==> src/rtl/dp_tcdm_rr_mux.sv <==
// rtl/dp_tcdm_rr_mux.sv - round-robin N-to-1 TCDM request mux with in-order response routing
//
// Ports:
//   clk_i, rst_ni                     clock, asynchronous active-low reset
//   in_req/in_gnt                     per-master request / zero-cycle grant
//   in_add/in_wen/in_be/in_data       flat per-master payload vectors (32/1/4/32 bits each)
//   in_r_data/in_r_valid              per-master response (data broadcast, valid steered)
//   out_req/out_gnt                   shared downstream request handshake
//   out_add/out_wen/out_be/out_data   downstream payload of the current winner
//   out_r_data/out_r_valid            downstream in-order response
//   err_o                             sticky: response seen with nothing outstanding
module dp_tcdm_rr_mux #(
    parameter int N_IN            = 4,
    parameter int MAX_OUTSTANDING = 4
) (
    input  logic                 clk_i,
    input  logic                 rst_ni,
    input  logic [N_IN-1:0]      in_req,
    output logic [N_IN-1:0]      in_gnt,
    input  logic [N_IN*32-1:0]   in_add,
    input  logic [N_IN-1:0]      in_wen,
    input  logic [N_IN*4-1:0]    in_be,
    input  logic [N_IN*32-1:0]   in_data,
    output logic [N_IN*32-1:0]   in_r_data,
    output logic [N_IN-1:0]      in_r_valid,
    output logic                 out_req,
    input  logic                 out_gnt,
    output logic [31:0]          out_add,
    output logic                 out_wen,
    output logic [3:0]           out_be,
    output logic [31:0]          out_data,
    input  logic [31:0]          out_r_data,
    input  logic                 out_r_valid,
    output logic                 err_o
);

    localparam int IDX_W = (N_IN > 1) ? $clog2(N_IN) : 1;
    localparam int PTR_W = $clog2(MAX_OUTSTANDING);
    localparam int CNT_W = PTR_W + 1;
    localparam logic [CNT_W-1:0] CNT_FULL = CNT_W'(MAX_OUTSTANDING);

    logic [IDX_W-1:0] ptr_q, ptr_d;
    logic             lock_valid_q, lock_valid_d;
    logic [IDX_W-1:0] lock_idx_q, lock_idx_d;
    logic [IDX_W-1:0] fifo_q [MAX_OUTSTANDING];
    logic [IDX_W-1:0] fifo_d [MAX_OUTSTANDING];
    logic [PTR_W-1:0] wr_ptr_q, wr_ptr_d;
    logic [PTR_W-1:0] rd_ptr_q, rd_ptr_d;
    logic [CNT_W-1:0] count_q, count_d;
    logic             err_q, err_d;

    logic             any_req;
    logic             full;
    logic             empty;
    logic             rr_found;
    logic [IDX_W-1:0] rr_idx;
    logic             lock_hit;
    logic [IDX_W-1:0] win_idx;
    logic [IDX_W-1:0] head_idx;
    logic             accept;
    logic             pop;

    assign any_req  = |in_req;
    // Full is taken from the registered count only, so a same-cycle pop
    // cannot re-open the gate combinationally.
    assign full     = (count_q == CNT_FULL);
    assign empty    = (count_q == '0);
    assign head_idx = fifo_q[rd_ptr_q];

    // First requester scanning ptr, ptr+1, ... modulo N_IN.
    always_comb begin
        rr_found = 1'b0;
        rr_idx   = '0;
        for (int i = 0; i < N_IN; i++) begin
            if (!rr_found && in_req[(int'(ptr_q) + i) % N_IN]) begin
                rr_found = 1'b1;
                rr_idx   = IDX_W'((int'(ptr_q) + i) % N_IN);
            end
        end
    end

    // A locked master keeps the port until granted; if it withdraws,
    // plain round-robin takes over in the same cycle.
    assign lock_hit = lock_valid_q && in_req[lock_idx_q];
    assign win_idx  = lock_hit ? lock_idx_q : rr_idx;

    // Reset gates the handshake outputs so they read idle while rst_ni is low.
    assign out_req   = rst_ni && any_req && !full;
    assign accept    = out_req && out_gnt;
    assign pop       = rst_ni && out_r_valid && !empty;
    assign in_r_data = rst_ni ? {N_IN{out_r_data}} : '0;
    assign err_o     = err_q;

    always_comb begin
        in_gnt     = '0;
        in_r_valid = '0;
        out_add    = '0;
        out_wen    = 1'b1;
        out_be     = '0;
        out_data   = '0;
        if (out_req) begin
            in_gnt[win_idx] = out_gnt;
            out_add         = in_add[32*int'(win_idx) +: 32];
            out_wen         = in_wen[win_idx];
            out_be          = in_be[4*int'(win_idx) +: 4];
            out_data        = in_data[32*int'(win_idx) +: 32];
        end
        if (pop) begin
            in_r_valid[head_idx] = 1'b1;
        end
    end

    always_comb begin
        ptr_d        = ptr_q;
        lock_valid_d = lock_valid_q;
        lock_idx_d   = lock_idx_q;
        fifo_d       = fifo_q;
        wr_ptr_d     = wr_ptr_q;
        rd_ptr_d     = rd_ptr_q;
        count_d      = count_q;
        err_d        = err_q | (rst_ni & out_r_valid & empty);

        if (accept) begin
            ptr_d = (int'(win_idx) == N_IN - 1) ? '0 : win_idx + 1'b1;
        end

        if (accept) begin
            lock_valid_d = 1'b0;
        end else if (out_req) begin
            lock_valid_d = 1'b1;
            lock_idx_d   = win_idx;
        end else if (!lock_hit) begin
            lock_valid_d = 1'b0;
        end

        if (accept) begin
            fifo_d[wr_ptr_q] = win_idx;
            wr_ptr_d         = wr_ptr_q + 1'b1;
        end
        if (pop) begin
            rd_ptr_d = rd_ptr_q + 1'b1;
        end
        case ({accept, pop})
            2'b10:   count_d = count_q + 1'b1;
            2'b01:   count_d = count_q - 1'b1;
            default: count_d = count_q;
        endcase
    end

    always_ff @(posedge clk_i or negedge rst_ni) begin
        if (!rst_ni) begin
            ptr_q        <= '0;
            lock_valid_q <= 1'b0;
            lock_idx_q   <= '0;
            for (int i = 0; i < MAX_OUTSTANDING; i++) begin
                fifo_q[i] <= '0;
            end
            wr_ptr_q     <= '0;
            rd_ptr_q     <= '0;
            count_q      <= '0;
            err_q        <= 1'b0;
        end else begin
            ptr_q        <= ptr_d;
            lock_valid_q <= lock_valid_d;
            lock_idx_q   <= lock_idx_d;
            fifo_q       <= fifo_d;
            wr_ptr_q     <= wr_ptr_d;
            rd_ptr_q     <= rd_ptr_d;
            count_q      <= count_d;
            err_q        <= err_d;
        end
    end

endmodule

==> config.mk <==
export PLATFORM = sky130hd
export DESIGN_NAME = dp_tcdm_rr_mux
export DESIGN_NICKNAME = d
export VERILOG_FILES = /design/src/rtl/dp_tcdm_rr_mux.sv
export SDC_FILE = /design/constraint.sdc
export NUM_CORES = 1
export LEC_CHECK = 0
export ABC_AREA = 1
export BUFFER_PORTS_ARGS = -buffer_cell sky130_fd_sc_hd__buf_2
export CORE_AREA = 2 2 202 204
export CTS_CLUSTER_DIAMETER = 120
export DETAILED_ROUTE_END_ITERATION = 7
export DIE_AREA = 0 0 204 206
export PLACE_DENSITY = 0.41
export SETUP_SLACK_MARGIN = 0.5
export SLEW_MARGIN = 5
export SYNTH_ARGS = -nofsm -noshare
export SYNTH_HDL_FRONTEND = slang
export SYNTH_SLANG_ARGS = --single-unit
==> constraint.sdc <==
create_clock -name clk_i -period 2.6 [get_ports clk_i]
set_input_delay 0.13 -clock clk_i [delete_from_list [all_inputs] [get_ports clk_i]]
set_output_delay 0.13 -clock clk_i [all_outputs]
set_load 0.01 [all_outputs]
==> out/qor.txt, run 1 <==
Largest net degree at the start of global routing: 87
Total track usage: 0.132
Initial DRC Count: 482
Worst-path fanout max: 6
# H-tree levels: 1
Post-synthesis register bit count: 21
Hold Vio Cnt, Final: 0
Synthesized instance count: 1114
Slowest CP cell: dfrtp_2
Outcome: complete, but fails checks
Synth warnings: 0
First-pass GRT wire length: 43.3 mm
Placed Cells: 2030
Slew HR: 0.610
Syn_area_per_cell: 5.50 um^2
Register area share after synthesis: 0.0858
Critical R2R Launch: ptr_q[0]$_DFFE_PN0P_
Proportion of layout cells with a drive suffix above 1: 0.457
Clk slew on worst S/H paths: 0.06 ns
Net count after synthesis: 1437
Crit path launch: ptr_q[0]$_DFFE_PN0P_
Die Width: 204 um
IR drop worst, VDD: 673 uV
Hold Path Class: input pin to register
Final TNS setup: -0.424 ns
Post-route ant nets: 0
CP Launch Type: register
Slowest stage delay, CP: 0.46 ns
Grt ovf: 0
Synth area leader: nand3_1
Worst Skew: 0.00163 ns
Most Frequent Cell on Critical Path: nand2_1
# DRC: 0
Final #Nets: 1855
Full die area: 42000 um^2
DR vias: 8422
Static leakage: 6.02 nW
Number of max-cap violations: 0
Path type of the worst setup path: register to primary output
CTS tree: done
I/O Pins: 523
Cell Pwr Density: 1560 nW/um^2
CTS root buffer: clkbuf_16
Routed WL: 31.0 mm
Final worst path period share: 1.03
Synth unique cells: 34
Initial Utilization: 0.152
Post-route worst setup slack: -0.0764 ns
Overall power: 15.0 mW
Max frequency: 0.374 GHz
Top post-synthesis cells by area: nand3_1 16%, inv_1 16%, nand2_1 14%, buf_4 12%, dfrtp_1 8.6%
Worst hold path stage count: 3
CP Capture Type: primary output
Final RePlAce weighted congestion: 0.819
Commonest non-fill, non-tap cell in the layout: buf_2
Final Slew Violations: 0
WP data arrival: 2.55 ns
WL per Instance: 15.0 um
Core Area: 40200 um^2
Mapped cell area: 6120 um^2
Unrepaired setup endpoints after global routing: yes
Clk sinks: 21
HP Start: out_r_valid
Clock Tree Buf Depth: 2
First-pass iteration count of the detailed router: 5
CTS Buf Count: 3
Skew-Pair Late Insertion Delay: 0.26 ns
Slew @ Worst Pin: 0.585 ns
Area Growth Syn to Fin: 56.5%
Commonest non-fill, non-tap cells in the layout: 520 x buf_2, 255 x inv_1, 219 x nand2_1, 177 x nand3_1, 70 x nand3b_1
Port Buffer Count: 522
WHS: 0.144 ns
DP HPWL: 23.3 mm
Failing checks: negative setup slack
Final Setup Violations: 20
Crit-path cells: buf_6 > nand2_1 > nand2_1 > nand2_1 > nand2_2 > inv_1 > nand3_1 > and2_4 > a21oi_4 > buf_12 > buf_16 > buf_6 > buf_4 > nand3_1 > a21oi_1 > buf_2
Initial antenna violation count: 2
Vias in the first global route: 7762
Top cell type's share of synthesized area: 0.159
Die height: 206 um
Final cell count without fillers: 2065
R2R depth: 15
Row count: 74
Final worst path period need: 2.68 ns
Vias per std cell: 4.08
Data required, critical path: 2.47 ns
==> through the flow <==
| step | area (um^2) | setup WS (ns) | utilization |
|---|---|---|---|
| floorplan | 6150 | 0.499 | - |
| global placement | 8780 | 0.159 | 0.219 |
| detailed placement | 8780 | 0.140 | 0.219 |
| CTS | 9480 | -0.0501 | 0.236 |
| global route | 9580 | -0.204 | 0.238 |
| finish | 9590 | -0.0764 | 0.239 |
==> layout make-up <==
type,instances,area (um^2)
multi-input combinational,660,3740
antenna,2,5.00
sequential,21,527
timing repair buffer,584,3590
clock buffer,3,75.1
tap,532,666
clock inverter,1,5.00
inverter,262,986
fill,4645,30600
==> path summary, 6_finish.rpt <==
path	to	slack, ns
min in group asynchronous	fifo_q[2]$_DFFE_PN0P_	0.47
max	out_data[29]	-0.08
max reg2reg	ptr_q[1]$_DFFE_PN0P_	0.33
min	err_o$_DFF_PN0_	0.14
min reg2reg	err_o$_DFF_PN0_	0.48
max in group asynchronous	err_o$_DFF_PN0_	1.80
==> cell usage after synthesis (all sizes together) <==
| cell | n |
|---|---|
| nand3b | 70 |
| xnor2 | 1 |
| ha | 6 |
| nand3 | 221 |
| xor2 | 3 |
| nand4 | 2 |
| clkbuf | 27 |
| o21ai | 18 |
| nor3 | 1 |
| fa | 1 |
| o21bai | 1 |
| nor2 | 15 |
| nand2 | 244 |
| and2 | 1 |
| inv | 262 |
| buf | 144 |
| a31oi | 1 |
| dfrtp | 21 |
| o22ai | 2 |
| a21oi | 72 |
| a32oi | 1 |
==> state kept, by name, indices dropped and copies added (netlist names) <==
name	flops
lock_valid_q	1
lock_idx_q	2
ptr_q	2
count_q	3
fifo_q	8
err_o	1
wr_ptr_q	2
rd_ptr_q	2
==> what timing repair did <==
| action | 4_1_cts | 5_1_grt |
|---|---|---|
| hold buffers | 1 | 0 |
| setup buffers | 17 | 3 |
| endpoints found under the hold margin | 16 | 0 |
| cloned | 7 | 1 |
| endpoints found under the setup margin | 82 | 77 |
| gates resized for setup | 59 | 15 |
| pin swaps | 13 | 5 |
==> logic make-up after synthesis <==
group / Yosys count / synth area share
flip-flops: 21 / 0.0858
adder cells (fa/ha/maj): 7 / 0.0155
XOR/XNOR: 4 / 0.00572
AND/OR/NAND/NOR: 554 / 0.456
buffers and inverters: 433 / 0.344
AO/OA/AOI/OAI: 95 / 0.0927
==> worst max-delay path: cells and delay by family, from the launching register on <==
| kind | cells | cell delay [ns] |
|---|---|---|
| AO/OA/AOI/OAI | 2 | 0.33 |
| buffers and inverters | 7 | 0.86 |
| flip-flops | 1 | 0.46 |
| AND/OR/NAND/NOR | 7 | 0.64 |
==> per-layer routing <==
metal / vias to the layer above / track usage / wire [um]
met5: - / 0 / 25
met4: 4 / 0.0316 / 556
met3: 32 / 0.0214 / 2090
met2: 404 / 0.243 / 15500
met1: 3822 / 0.161 / 12800
li1: 4160 / - / -
==> power breakdown <==
part           switching [mW]  internal [mW]  total (mW)  leakage [nW]
sequential              0.136          0.483       0.619         0.256
clock                   0.127          0.207       0.334        0.0409
combinational            7.89           6.14        14.0          5.72
total                    8.15           6.83        15.0          6.02
Power figures use the tool's default switching activity.
==> inputs of run 2 (changes only) <==
==> constraint.sdc (replaced) <==
create_clock -name clk_i -period 2.6 [get_ports clk_i]
set_input_delay 0.39 -clock clk_i [delete_from_list [all_inputs] [get_ports clk_i]]
set_output_delay 0.39 -clock clk_i [all_outputs]
set_load 0.01 [all_outputs]
==> run 2 against run 1 <==
Effect of this change: the run ends with negative hold slack, negative setup slack left; maximum frequency fell by 7.7%; power rose by 11%; die area did not move; sequential share of layout area fell by 0.43 points; combinational power rose by 11%; first-iteration DRC count fell by 25%; routed wire length rose by 17%; design area rose by 8.6%; non-clock buffer count rose by 47; clock skew rose by 0.0075 ns; sequential power rose by 0.8%; cell count rose by 2.4%; critical endpoint is now out_add[27]; largest cell class unchanged; highest routed layer unchanged.
==> out/qor.txt, run 2 (synthesis gave the netlist of run 1 again) <==
# H-tree levels: 1
Final Slew Violations: 0
Largest net degree at the start of global routing: 50
Post-route ant nets: 0
Hold Vio Cnt, Final: 3
Max frequency: 0.345 GHz
Worst-path fanout max: 43
Final Setup Violations: 72
Final #Nets: 1902
Vias per std cell: 4.10
Routed WL: 36.2 mm
CP Capture Type: primary output
Overall power: 16.6 mW
Initial DRC Count: 360
Slew HR: 0.772
Commonest non-fill, non-tap cell in the layout: buf_2
Row count: 74
Slowest stage delay, CP: 0.47 ns
Logic gate share of total power: 0.942
Initial Utilization: 0.152
CTS tree: done
Total track usage: 0.162
Number of flip-flops in the largest register: 8
Unrepaired setup endpoints after global routing: yes
DP HPWL: 30.5 mm
IR drop worst, VDD: 934 uV
Final worst path period need: 2.90 ns
CTS Buf Count: 3
Proportion of layout cells with a drive suffix above 1: 0.522
Hold Path Class: input pin to async pin
R2R depth: 14
First-pass iteration count of the detailed router: 5
# DRC: 0
Slew @ Worst Pin: 0.342 ns
Clk slew on worst S/H paths: 0.07 ns
First-pass GRT wire length: 51.3 mm
CP Launch Type: register
Core Area: 40200 um^2
Worst Skew: 0.00909 ns
Internal power: 7.55 mW
Failing checks: negative hold slack, negative setup slack
WL per Instance: 17.1 um
Placed Cells: 2085
Switching share of power: 0.545
DR vias: 8677
Met2 usage in global routing: 0.318
GR Layer Usage met1: 0.182
Vias in the first global route: 8514
Number of max-cap violations: 0
Final TNS setup: -16.77 ns
Busiest grt layer: met2
Path type of the worst setup path: register to primary output
Port Buffer Count: 522
Final RePlAce weighted congestion: 0.878
CTS root buffer: clkbuf_16
Data required, critical path: 2.21 ns
Grt ovf: 0
Area Growth Syn to Fin: 69.9%
Initial antenna violation count: 11
Most flops, register: fifo_q
NetSw: 9.04 mW
Flop pwr share: 0.038
Outcome: complete, but fails checks
Static leakage: 6.33 nW
Die Width: 204 um
Critical R2R Launch: ptr_q[0]$_DFFE_PN0P_
Clock Tree Buf Depth: 2
Reg2Reg Capture Point: ptr_q[0]$_DFFE_PN0P_
Crit-path cells: buf_6 > nand2_4 > nand2_4 > nand2_4 > nand2_4 > nor2_4 > nand4_1 > nand3_4 > nand2_4 > buf_16 > buf_12 > nand2_1 > nand3_2 > a21oi_2 > buf_2
Post-layout util: 0.259
Skew-Pair Late Insertion Delay: 0.26 ns
Commonest non-fill, non-tap cells in the layout: 508 x buf_2, 253 x inv_1, 224 x nand2_1, 144 x nand3_1
Post-route worst setup slack: -0.300 ns
Biggest regs: fifo_q: 8 flops, count_q: 3 flops
Final cell count without fillers: 2114
Full die area: 42000 um^2
Cell Pwr Density: 1590 nW/um^2
Reg2Reg Setup Slack: 0.44 ns
Final worst path period share: 1.12
Clk pwr share: 0.020
CTS Hold Buffers Added: 0
I/O Pins: 523
WHS: -0.00375 ns
Clk sinks: 21
Slowest CP cell: dfrtp_2
Met3 Use GR: 0.0214
WP data arrival: 2.51 ns
Most Frequent Cell on Critical Path: nand2_4
Die height: 206 um
## run 2: changes by cell type in the layout (fill, tap and decap cells not counted), sizes merged
cell,change
buf,+50
diode,+2
bufbuf,-1
clkbuf,-1
dlygate4sd3,-1
## run 2: metal layers
metal  share of wire  vias to the layer above
met1            0.38                     3968
met3           0.059                       43
met5         0.00036                        -
met4           0.024                        2
met2            0.54                      402
li1                -                     4262
## run 2: how the worst max path moves through the flow
stage / from / to / depth (start not counted)
6_report: ptr_q[0]$_DFFE_PN0P_ / out_add[27] / 15
2_1_floorplan: ptr_q[0]$_DFFE_PN0P_ / in_gnt[3] / 15
5_1_grt: ptr_q[0]$_DFFE_PN0P_ / out_data[31] / 15
3_5_place_dp: ptr_q[0]$_DFFE_PN0P_ / out_data[1] / 16
4_1_cts: ptr_q[0]$_DFFE_PN0P_ / out_data[31] / 15
3_3_place_gp: ptr_q[0]$_DFFE_PN0P_ / out_data[1] / 16
## run 2: per-stage QoR
step / cell area [um^2] / hold slack, ns / worst slack, ns
4_1_cts: 10300 / 0.00787 / -0.307
3_3_place_gp: 9650 / 0.277 / -0.296
5_1_grt: 10400 / 0.00526 / -0.437
6_report: 10400 / -0.00375 / -0.300
2_1_floorplan: 6610 / 0.0944 / 0.292
3_5_place_dp: 9650 / 0.290 / -0.225
## run 2: layout make-up
class	instances	area, um^2
clock inverter	1	5.00
antenna	4	10.0
inverter	262	986
multi-input combinational	660	4140
timing repair buffer	631	4000
clock buffer	3	75.1
sequential	21	527
tap	532	666
fill	4577	29800
## run 2: critical path, delay by kind of cell, from the launching register on
family	cells	cell delay, ns
buf+inv	4	0.66
flops	1	0.47
simple gates	10	0.93
compound gates	1	0.13
## run 2: timing repair
item                       4_1_cts  5_1_grt
gates cloned                     3        0
pin swaps                       30       13
setup buffers                   18        0
setup endpoints to repair       81       83
resized for setup               67       27
## run 2: power by group through the flow
| stage | clock network [mW] | logic, mW | registers [mW] |
|---|---|---|---|
| after floorplan | 0 | 8.62 | 0.581 |
| after global placement | 0 | 14.0 | 0.624 |
| after detailed placement | 0 | 14.0 | 0.623 |
| after CTS | 0.347 | 15.7 | 0.622 |
| after global routing | 0.363 | 17.0 | 0.645 |
| final | 0.336 | 15.6 | 0.624 |
==> inputs of run 3 (changes only) <==
--- a/config.mk
+++ b/config.mk
@@ -7,11 +7,11 @@
 export LEC_CHECK = 0
 export ABC_AREA = 1
 export BUFFER_PORTS_ARGS = -buffer_cell sky130_fd_sc_hd__buf_2
-export CORE_AREA = 2 2 202 204
+export CORE_AREA = 2 2 201 203
 export CTS_CLUSTER_DIAMETER = 120
 export DETAILED_ROUTE_END_ITERATION = 7
-export DIE_AREA = 0 0 204 206
-export PLACE_DENSITY = 0.41
+export DIE_AREA = 0 0 203 205
+export PLACE_DENSITY = 0.43
 export SETUP_SLACK_MARGIN = 0.5
 export SLEW_MARGIN = 5
 export SYNTH_ARGS = -nofsm -noshare
==> constraint.sdc (replaced) <==
create_clock -name clk_i -period 2.5 [get_ports clk_i]
set_input_delay 0.375 -clock clk_i [delete_from_list [all_inputs] [get_ports clk_i]]
set_output_delay 0.375 -clock clk_i [all_outputs]
set_load 0.01 [all_outputs]
==> run 3 against run 2 <==
Effect of this change: flip-flop and latch count stayed put; critical path depth stayed put; the flow finishes with violations (negative setup slack); count of clock-buffer cells in the layout stayed put; design area is 5.7% higher; die area is 0.97% lower; largest cell class is now non-clock buffers; register-to-register slack worse by 0.18 ns.
==> out/qor.txt, run 3 (synthesis gave the netlist of run 1 again) <==
Crit-path cells: buf_8 > nand2_4 > nand2_4 > nand2_4 > nand2_4 > nor2_4 > nand3_2 > and2_4 > a21oi_4 > buf_12 > buf_12 > buf_4 > nand3_2 > a21oi_2 > buf_2
Post-route worst setup slack: -0.402 ns
Worst Skew: 0.000884 ns
Final Slew Violations: 0
Initial antenna violation count: 12
Post-route ant nets: 0
Outcome: complete, but fails checks
IR drop worst, VDD: 1130 uV
First-pass iteration count of the detailed router: 5
Final Setup Violations: 73
Largest net degree at the start of global routing: 62
Met3 Wirelength: 2.33 mm
# DRC: 0
Top delay family on crit path: buffers and inverters
Port Buffer Count: 522
Highest routed layer: met5
Hold Vio Cnt, Final: 0
WP data arrival: 2.53 ns
Commonest non-fill, non-tap cell in the layout: buf_2
Cell Pwr Density: 1780 nW/um^2
Clk sinks: 21
Final #Nets: 1921
First-pass GRT wire length: 51.3 mm
Data required, critical path: 2.12 ns
Worst-path fanout max: 7
Area Growth Syn to Fin: 79.6%
CP Capture Type: primary output
Final worst path period need: 2.90 ns
Static leakage: 6.56 nW
Slew @ Worst Pin: 0.306 ns
Biggest regs: fifo_q: 8 flops, count_q: 3 flops
Max frequency: 0.345 GHz
Initial DRC Count: 332
Vias per std cell: 4.15
Initial Utilization: 0.156
# H-tree levels: 1
CP bufs+invs: 5
Most flops, register: fifo_q
R2R depth: 16
Final RePlAce weighted congestion: 0.895
Row count: 73
Final worst path period share: 1.16
Die height: 205 um
Skew-Pair Late Insertion Delay: 0.26 ns
Number of flip-flops in the largest register: 8
Slowest stage delay, CP: 0.44 ns
Routed WL: 37.9 mm
Core Area: 39400 um^2
Total track usage: 0.164
Pre-CTS setup slack: -0.271 ns
DR vias: 8814
Unrepaired setup endpoints after global routing: yes
Placed inst area: 9540 um^2
WL per Instance: 17.9 um
Metal2 WL: 20.4 mm
Slew HR: 0.796
Hold Path Class: input pin to async pin
Path type of the worst setup path: register to primary output
CTS root buffer: clkbuf_16
Number of max-cap violations: 0
CTS Buf Count: 3
I/O Pins: 523
Clock Tree Buf Depth: 2
Clk slew on worst S/H paths: 0.06 ns
Filler instances: 4493
Slowest CP cell: dfrtp_2
Reg2Reg Setup Slack: 0.26 ns
Grt ovf: 0
Critical R2R Launch: ptr_q[0]$_DFFE_PN0P_
DP HPWL: 29.7 mm
Reg2Reg Capture Point: fifo_q[7]$_DFFE_PN0P_
CTS tree: done
Full die area: 41600 um^2
Vias in the first global route: 8419
Design Area, Final: 11000 um^2
Commonest non-fill, non-tap cells in the layout: 502 x buf_2, 245 x inv_1, 213 x nand2_1, 142 x nand3_1, 71 x nand3_2
Most Frequent Cell on Critical Path: nand2_4
DRT met1 WL: 14.0 mm
Proportion of layout cells with a drive suffix above 1: 0.542
Die Width: 203 um
Failing checks: negative setup slack
CP Launch Type: register
run 3: layout make-up:
| type | count | area (um^2) | area share |
|---|---|---|---|
| multi-input combinational | 660 | 4230 | 0.385 |
| clock inverter | 1 | 5.00 | 0.000455 |
| inverter | 262 | 1020 | 0.0925 |
| clock buffer | 3 | 75.1 | 0.00683 |
| tap | 525 | 657 | 0.0597 |
| sequential | 21 | 528 | 0.0480 |
| antenna | 3 | 7.51 | 0.000683 |
| timing repair buffer | 650 | 4480 | 0.407 |
run 3: metal layers:
layer,up-vias,GRT usage
met2,409,0.322
met4,2,0.0545
met1,4046,0.178
li1,4304,-
met3,53,0.0264
met5,-,0
run 3: worst reg2reg max path, cell delays in order (launching register included):
cell     delay, ns
dfrtp_2       0.44
buf_8         0.16
nand2_4       0.07
nand2_4       0.06
nand2_4       0.07
nand2_4       0.06
nor2_4        0.10
nand3_2       0.06
and2_4        0.15
nand2_1       0.10
o21ai_4       0.07
buf_12        0.15
buf_12        0.13
buf_16        0.14
buf_4         0.15
buf_8         0.13
o21ai_1       0.12
run 3: worst max-delay path by stage:
stage / startpoint / end / slack (ns) / cells past startpoint
floorplan: ptr_q[0]$_DFFE_PN0P_ / in_gnt[3] / 0.21 / 15
global placement: ptr_q[0]$_DFFE_PN0P_ / out_data[1] / -0.30 / 15
detailed placement: in_req[0] / out_data[1] / -0.27 / 14
CTS: ptr_q[0]$_DFFE_PN0P_ / out_data[6] / -0.41 / 16
global route: ptr_q[0]$_DFFE_PN0P_ / out_be[2] / -0.52 / 15
finish: ptr_q[0]$_DFFE_PN0P_ / out_data[28] / -0.40 / 15
run 3: repair_timing:
item	CTS	global route
gates cloned	8	7
pin swaps	33	26
resized for setup	81	82
setup endpoints to repair	86	89
hold buffers	1	0
buffers inserted	19	17
hold endpoints to repair	1	0
run 3: power breakdown:
part | total (mW) | internal (mW) | switching [mW]
Clock | 0.355 | 0.216 | 0.140
Combinational | 18.5 | 8.53 | 9.99
Sequential | 0.649 | 0.504 | 0.146
run 3: per-stage QoR:
stage | util | cells | total power, mW | hold WS (ns) | setup TNS, ns
detailed placement | 0.242 | 2066 | 14.6 | 0.226 | -5.36
CTS | 0.263 | 2098 | 17.9 | 0.188 | -25.53
finish | 0.279 | 2125 | 19.5 | 0.215 | -23.90
global placement | 0.242 | 2066 | 14.6 | 0.225 | -6.43
floorplan | - | 1114 | 9.64 | 0.0794 | 0
global route | 0.279 | 2125 | 21.0 | 0.234 | -33.12
